## config.mk

```make
export PLATFORM = sky130hd
export DESIGN_NAME = fetch_queue
export DESIGN_NICKNAME = d
export VERILOG_FILES = /design/src/rtl/fetch_queue.sv
export SDC_FILE = /design/constraint.sdc
export NUM_CORES = 1
export LEC_CHECK = 0
export BUFFER_PORTS_ARGS = -buffer_cell sky130_fd_sc_hd__buf_2
export CORE_UTILIZATION = 40
export CTS_BUF_LIST = sky130_fd_sc_hd__clkbuf_4
export CTS_CLUSTER_SIZE = 28
export DETAILED_ROUTE_END_ITERATION = 7
export PLACE_DENSITY = 0.6
export SLEW_MARGIN = 15
export SYNTH_ARGS = -nofsm -noshare
export SYNTH_HDL_FRONTEND = slang
export SYNTH_SLANG_ARGS = --single-unit
```

## constraint.sdc

```tcl
create_clock -name clk -period 3.23 [get_ports clk]
set_clock_uncertainty 0.2 [all_clocks]
set_input_delay 0.646 -clock clk [delete_from_list [all_inputs] [get_ports clk]]
set_output_delay 0.646 -clock clk [all_outputs]
set_load 0.01 [all_outputs]
```

## src/rtl/fetch_queue.sv

```systemverilog
// Instruction-fetch front end: owns the fetch PC, drives the ROM, and queues {pc, inst} pairs for ID.
// Latency: fetch issued in cycle N is at the head in N+1 (ROM_LAT=0) or N+2 (ROM_LAT=1); a flush takes one cycle.
// Backpressure: no new fetch while count + inflight reaches DEPTH; a dequeue frees a slot for the following cycle.
//
// Ports:
//   clk, rst                        single clock, synchronous active-high reset
//   rom_addr_o / rom_ce_o           fetch address (the fetch PC) and fetch-issue strobe
//   rom_data_i                      ROM read data (same cycle or next cycle, per ROM_LAT)
//   flush_i / flush_pc_i            redirect request and its target PC
//   deq_i                           ID consumes the head entry
//   valid_o / pc_o / inst_o         head entry (pc/inst forced to 0 when empty)
//   count_o                         number of queued entries
module fetch_queue #(
    parameter int                DATA_W   = 32,
    parameter int                ADDR_W   = 32,
    parameter int                DEPTH    = 4,
    parameter int                ROM_LAT  = 0,
    parameter logic [ADDR_W-1:0] RESET_PC = '0
) (
    input  logic                     clk,
    input  logic                     rst,
    output logic [ADDR_W-1:0]        rom_addr_o,
    output logic                     rom_ce_o,
    input  logic [DATA_W-1:0]        rom_data_i,
    input  logic                     flush_i,
    input  logic [ADDR_W-1:0]        flush_pc_i,
    input  logic                     deq_i,
    output logic                     valid_o,
    output logic [ADDR_W-1:0]        pc_o,
    output logic [DATA_W-1:0]        inst_o,
    output logic [$clog2(DEPTH):0]   count_o
);

    localparam int PTR_W = $clog2(DEPTH);
    localparam int CNT_W = PTR_W + 1;
    localparam logic [CNT_W:0] DEPTH_C = (CNT_W + 1)'(DEPTH);

    logic [PTR_W-1:0]  head_q, head_d;
    logic [PTR_W-1:0]  tail_q, tail_d;
    logic [CNT_W-1:0]  count_q, count_d;
    logic [ADDR_W-1:0] fpc_q, fpc_d;
    logic              inflight_q, inflight_d;
    logic [ADDR_W-1:0] inflight_pc_q, inflight_pc_d;
    logic [ADDR_W-1:0] mem_pc_q [DEPTH];
    logic [ADDR_W-1:0] mem_pc_d [DEPTH];
    logic [DATA_W-1:0] mem_inst_q [DEPTH];
    logic [DATA_W-1:0] mem_inst_d [DEPTH];

    logic              issue;
    logic              wr_en;
    logic              rd_en;
    logic [ADDR_W-1:0] wr_pc;
    logic [CNT_W:0]    occupancy;

    // Issue / write / read strobes.
    always_comb begin
        // An in-flight fetch already owns a slot, so it counts against capacity.
        occupancy = {1'b0, count_q} + {{CNT_W{1'b0}}, inflight_q};
        issue     = !rst && !flush_i && (occupancy < DEPTH_C);
        if (ROM_LAT == 0) begin
            wr_en = issue;
            wr_pc = fpc_q;
        end else begin
            // Returning data belongs to the fetch issued last cycle; a flush drops it.
            wr_en = inflight_q && !flush_i && !rst;
            wr_pc = inflight_pc_q;
        end
        rd_en = deq_i && (count_q != '0) && !flush_i;
    end

    // Next-state logic.
    always_comb begin
        head_d        = head_q;
        tail_d        = tail_q;
        count_d       = count_q;
        fpc_d         = fpc_q;
        inflight_d    = 1'b0;
        inflight_pc_d = inflight_pc_q;
        mem_pc_d      = mem_pc_q;
        mem_inst_d    = mem_inst_q;

        if (wr_en) begin
            mem_pc_d[tail_q]   = wr_pc;
            mem_inst_d[tail_q] = rom_data_i;
            tail_d             = tail_q + 1'b1;
        end
        if (rd_en) begin
            head_d = head_q + 1'b1;
        end
        count_d = count_q + CNT_W'(wr_en) - CNT_W'(rd_en);

        if (issue) begin
            fpc_d         = fpc_q + ADDR_W'(4);
            inflight_pc_d = fpc_q;
            inflight_d    = (ROM_LAT != 0);
        end

        // Redirect wins over everything except reset.
        if (flush_i) begin
            head_d     = '0;
            tail_d     = '0;
            count_d    = '0;
            inflight_d = 1'b0;
            fpc_d      = flush_pc_i;
        end
    end

    always_ff @(posedge clk) begin
        if (rst) begin
            head_q        <= '0;
            tail_q        <= '0;
            count_q       <= '0;
            fpc_q         <= RESET_PC;
            inflight_q    <= 1'b0;
            inflight_pc_q <= '0;
        end else begin
            head_q        <= head_d;
            tail_q        <= tail_d;
            count_q       <= count_d;
            fpc_q         <= fpc_d;
            inflight_q    <= inflight_d;
            inflight_pc_q <= inflight_pc_d;
        end
    end

    // Storage needs no reset: entries are only visible through a non-zero count.
    always_ff @(posedge clk) begin
        mem_pc_q   <= mem_pc_d;
        mem_inst_q <= mem_inst_d;
    end

    always_comb begin
        rom_addr_o = fpc_q;
        rom_ce_o   = issue;
        valid_o    = !rst && (count_q != '0);
        pc_o       = valid_o ? mem_pc_q[head_q] : '0;
        inst_o     = valid_o ? mem_inst_q[head_q] : '0;
        count_o    = rst ? '0 : count_q;
    end

endmodule
```

; Yosys cells after proc, flatten, opt, wreduce, memory -nomap -nowiden
; Cells that the tools add are included.
[classes]
add_sub_neg = 5
order_cmp = 4
n_mux = 15
bitwise = 2
n_reduce_logical = 11
[ops]
columns = op, n
row1 = 2-to-1 mux 32 bit, 9
row2 = bitwise mux 128 bit, 2
row3 = binary-select mux 32 bit (select 2 bit), 2
row4 = demux 32 bit (select 2 bit), 1
row5 = "adder 32 x 3 -> 32 bit, second input constant", 1
row6 = "greater-or-equal comparator 3 bit, second input constant", 2
row7 = logical AND 1 bit, 6
row8 = inverter 2 -> 3 bit, 2
row9 = "adder 2 x 1 -> 2 bit, second input constant", 2
row10 = adder 3 x 1 -> 3 bit, 1
row11 = "less-than comparator 3 x 1 -> 1 bit, second input constant", 1
row12 = "less-than comparator 3 bit, second input constant", 1
row13 = 2-to-1 mux 3 bit, 1
row14 = nonzero test 3 bit, 1
row15 = subtractor 3 x 1 -> 3 bit, 1
row16 = zero test 1 bit, 2
row17 = nonzero test 2 bit, 1
row18 = OR reduction 2 bit, 1
[totals]
ff_bits = 295
inputBits = 68
output_inout_bits = 101
word_cells = 49

; Depth between registers and ports, before layout
[logic_depth]
depth_word = 6
ltp_mapped = 11
ltp_nobuf = 10

; Least setup slack after synthesis
; No wires, ideal clock.
[synth_path]
path_type = input-to-reg
start = input port rst
end = register mem_inst_q[0] in the netlist's numbering (enable)
setup_time_ps = 429
t_arrival_ps = 2744
required_time_ps = 2601
path_slack_ps = -143
path_stages = 3
path_buffers = 0
cell_sequence = or3_4 -> clkinv_1 -> and2_1
[synth_between]
elab_chain_len = 3
[synth_rtl]
columns = item, line_no
row1 = "start, declared", 21  ; input logic rst,
row2 = zero test 1 bit, 59  ; issue = !rst && !flush_i && (occupancy < DEPTH_C);
row3 = logical AND 1 bit (2 in a row), 59
row4 = via rom_ce_o, 23  ; output logic rom_ce_o,
row5 = "end signal, assigned", 129  ; mem_inst_q <= mem_inst_d;
row6 = "end, declared", 46  ; logic [DATA_W-1:0] mem_inst_q [DEPTH];
; The timed path passes the listed nets, and every way through them passes these cells.
; A chain may end at the register's enable or synchronous reset.

; Worst setup path after layout
[layout_path]
start = register head_q[0]
end = output port pc_o[22]
[layout_between]
elab_chain_len = 5
[layout_rtl]
columns = item, line_no
row1 = "start, declared", 38  ; logic [PTR_W-1:0] head_q, head_d;
row2 = "start signal, assigned", 110  ; head_q <= '0;
row3 = "start signal, assigned", 117  ; head_q <= head_d;
row4 = inverter 2 -> 3 bit (not written as such), 136  ; pc_o = valid_o ? mem_pc_q[head_q] : '0;
row5 = binary-select mux 32 bit (select 2 bit), 136
row6 = 2-to-1 mux 32 bit (not written as such) (2 in a row), 136
row7 = 2-to-1 mux 32 bit, 136
row8 = "end, declared", 29  ; output logic [ADDR_W-1:0] pc_o,
; No other way between the ends. The select of a mux whose other input is x is not followed.

==> results by group <==
Yosys
  – Main area contributors after synthesis: edfxtp_1 64%, mux4_2 12%, dfxtp_1 6.5%, and2_1 3.6%, nor2_1 1.2%
  – Post-synthesis adder-cell area fraction: 0.900%
  – Largest family of logic cells by synthesized area: multiplexers
  – Mapped Nets: 770
  – EDFF count, synth: 256
  – Post-synth top area share: 64.3%
  – Post-synth top area cell: edfxtp_1
  – Post-synthesis register bit count: 295
  – Synthesized area: 12000 um^2
  – Post-synthesis async set-or-reset flop share: 0%
  – Yosys cell types: 51
  – Yosys warns: 0
  – Xor/xnor share of the synthesized area: 0.952%
  – Synth Instances: 694
  – Synth Area in Compound Gates: 3.64%
  – Top_reg_cell synth: edfxtp_1
  – Multiplexer share of the synthesized area: 12.4%
  – Share of the yosys chip area belonging to registers: 70.8%
  – Simple-gate portion of the synthesized area: 9.52%
  – Synth Area per Inst: 17.2 um^2

Layout
  – P&R area growth vs syn: 24.7%
  – Layout Utilization: 51.3%
  – Final cell count without fillers: 1414
  – Finished Cell Area: 14900 um^2
  – Most frequent cells in the layout: 256 x edfxtp_1, 168 x buf_2, 132 x clkbuf_4, 65 x and2_1, 64 x mux4_2
  – Final-stage net count: 1043
  – Reg area: 8480 um^2
  – FILL cells: 2497
  – Share of cells above drive strength 1: 39.7%
  – Most common cell after layout, fill and taps aside: edfxtp_1
  – Footprint of the multi-input gates: 3290 um^2

Setup path
  – Arr. time, crit path: 2.21 ns
  – CP max-delay cell: mux4_2
  – Crit path max fanout: 26
  – CP bufs+invs: 2
  – Family with the most delay on the worst path: multiplexers
  – Setup CP Type: register to primary output
  – Type of origin of the critical path: register
  – Element type at the critical path end: primary output
  – CP Data Required Time: 2.38 ns
  – Critical path's largest stage delay: 0.53 ns
  – Critical-path cell list: buf_16, mux4_2, and2_1, buf_2

Clocking
  – Reg clk slew, reported paths: 0.06 ns
  – Total CTS buffers: 79
  – CTS HTree Levels: 3
  – Clock Path Buffers: 3
  – Number of setup buffers added after CTS: 0
  – CTS root buffer: clkbuf_4
  – Num Clock Sinks: 295
  – Clock Latency Late Sink: 0.67 ns
  – CTS tree: done

Global route
  – Vias in the first global route: 7718
  – Pin count of the biggest net entering global routing: 47
  – Initial antenna violation count: 1
  – Gr usage total: 18.8%
  – GRT overflow: 0
  – First-pass GRT wire length: 43200 um

STA
  – Max-slew headroom: 49.0%
  – Worst-Margin Slew: 0.758 ns
  – Final setup viols: 0
  – Setup TNS: 0 ns
  – RSZ-0062 raised after global routing: no
  – Fin. max-slew vios: 0
  – Final period utilization: 94.6%
  – Min cycle time layout: 3.06 ns
  – Hold WS: 0.0616 ns
  – Achievable Freq: 327 MHz
  – Hold Fails Final Rpt: 0

Detailed routing
  – Drt total wl: 27800 um
  – DR iter-0 viols: 448
  – Routed wire length per instance: 19.7 um
  – DR DRC count: 0
  – ANT nets after route: 0
  – First-pass DRT Iterations: 5
  – Routed vias/inst: 5.24
  – Via count: 7403

Outcome
  – Outcome: completed

Pwr
  – Internal cell power: 6380 uW
  – Leak: 0.00537 uW
  – Switching share of total power: 22.0%
  – P per Cell Area: 548 nW/um^2
  – Comb power frac: 5.6%
  – Sw power: 1800 uW
  – Clock share of power: 41.3%
  – Max VDD drop: 210 uV
  – Sequential share of power: 53.1%

Placement
  – DP Cell Count: 1233
  – I/O Buffers: 168
  – Placer Congestion: 0.859
  – DP Wirelength: 17100 um
  – Placed Area: 13500 um^2

Floorplan
  – Die Height: 175 um
  – Die area: 30600 um^2
  – I/O pin cnt: 169
  – Core footprint: 29100 um^2
  – FP Rows: 62
  – Die X: 175 um
  – Starting Density: 41.1%

Flow run
  – Max-cap viol count: 0

Hold path
  – Min-Delay Path Class: input pin to register
synth_stat cells (all sizes together), types with 2 or more instances:
| cell | count |
|---|---|
| a31oi | 2 |
| nand2b | 2 |
| nor2b | 5 |
| ha | 7 |
| a2111oi | 4 |
| mux2i | 4 |
| nand3 | 7 |
| a21oi | 7 |
| or3 | 7 |
| mux4 | 64 |
| o31a | 2 |
| a311oi | 13 |
| dfxtp | 39 |
| o21ai | 5 |
| a31o | 2 |
| xor2 | 3 |
| edfxtp | 256 |
| and3 | 4 |
| o31ai | 9 |
| clkbuf | 29 |
| or4 | 9 |
| and2 | 69 |
| nor2 | 38 |
| nand2 | 17 |
| buf | 10 |
| nor3 | 6 |
| xnor2 | 10 |
| nor4 | 9 |
| nand4 | 13 |
| nor3b | 2 |
| nand4b | 3 |
| and4 | 4 |
| a211oi | 7 |
| inv | 13 |
cell type report:
type	instances	area share, %
Antenna cell	2	0.0336
Sequential cell	295	56.8
Clock buffer	132	6.64
Timing Repair Buffer	231	10.4
Tap cell	384	3.22
Multi-Input combinational cell	346	22.1
Inverter	14	0.352
Clock inverter	10	0.445
flip-flops by register name (all words and copies together), names as in the netlist:
register / count
count_q: 3
head_q: 2
mem_inst_q: 128
mem_pc_q: 128
rom_addr_o: 32
tail_q: 2
cell families after synthesis:
logic type	count (synthesis)
flip-flops	295
AND/OR/NAND/NOR	199
multiplexers	68
AO/OA/AOI/OAI	58
buffers and inverters	53
XOR/XNOR	13
adder cells (fa/ha/maj)	8
through the flow:
stage / power (uW) / worst slack (ns)
2_1_floorplan: 4620 / 0.552
3_3_place_gp: 4850 / 0.558
3_5_place_dp: 4850 / 0.521
4_1_cts: 8290 / 0.00729
5_1_grt: 8550 / 0.0373
6_report: 8170 / 0.174
power groups by stage:
stage                     clock network [uW]  registers [uW]  logic, uW
after floorplan                            0            4400        214
after global placement                     0            4420        425
after detailed placement                   0            4430        428
after CTS                               3480            4340        466
after global routing                    3690            4350        501
final                                   3370            4340        459
layer usage:
layer	vias to the layer above	track usage (%)	part of all wire, %
li1	3378	-	-
met2	287	29.4	48
met4	0	7.36	1.5
met1	3696	25.1	43
met3	42	4.77	7.2
met5	-	0	0
worst min-delay path, stage by stage:
cell and delay (ns):
buf_2 0.12, nand2_1 0.06, a21oi_1 0.05
timing repair:
item	4_1_cts	5_1_grt
endpoints found under the setup margin	17	26
hold buffers	36	0
gates cloned	1	0
hold endpoints to repair	132	0
gates resized for setup	1	2
worst paths after layout:
| kind | slack (ns) | cells past startpoint | end | from |
|---|---|---|---|---|
| worst max-delay path | 0.17 | 4 | pc_o[22] | head_q[0] |
| worst min register to register | 0.33 | 0 | mem_pc_q[33] | rom_addr_o[1] |
| worst max register to register | 0.62 | 10 | count_q[2] | count_q[1] |
| worst min-delay path | 0.06 | 3 | rom_addr_o[4] | flush_pc_i[4] |
Note: power is estimated with default switching activity, not from simulation.
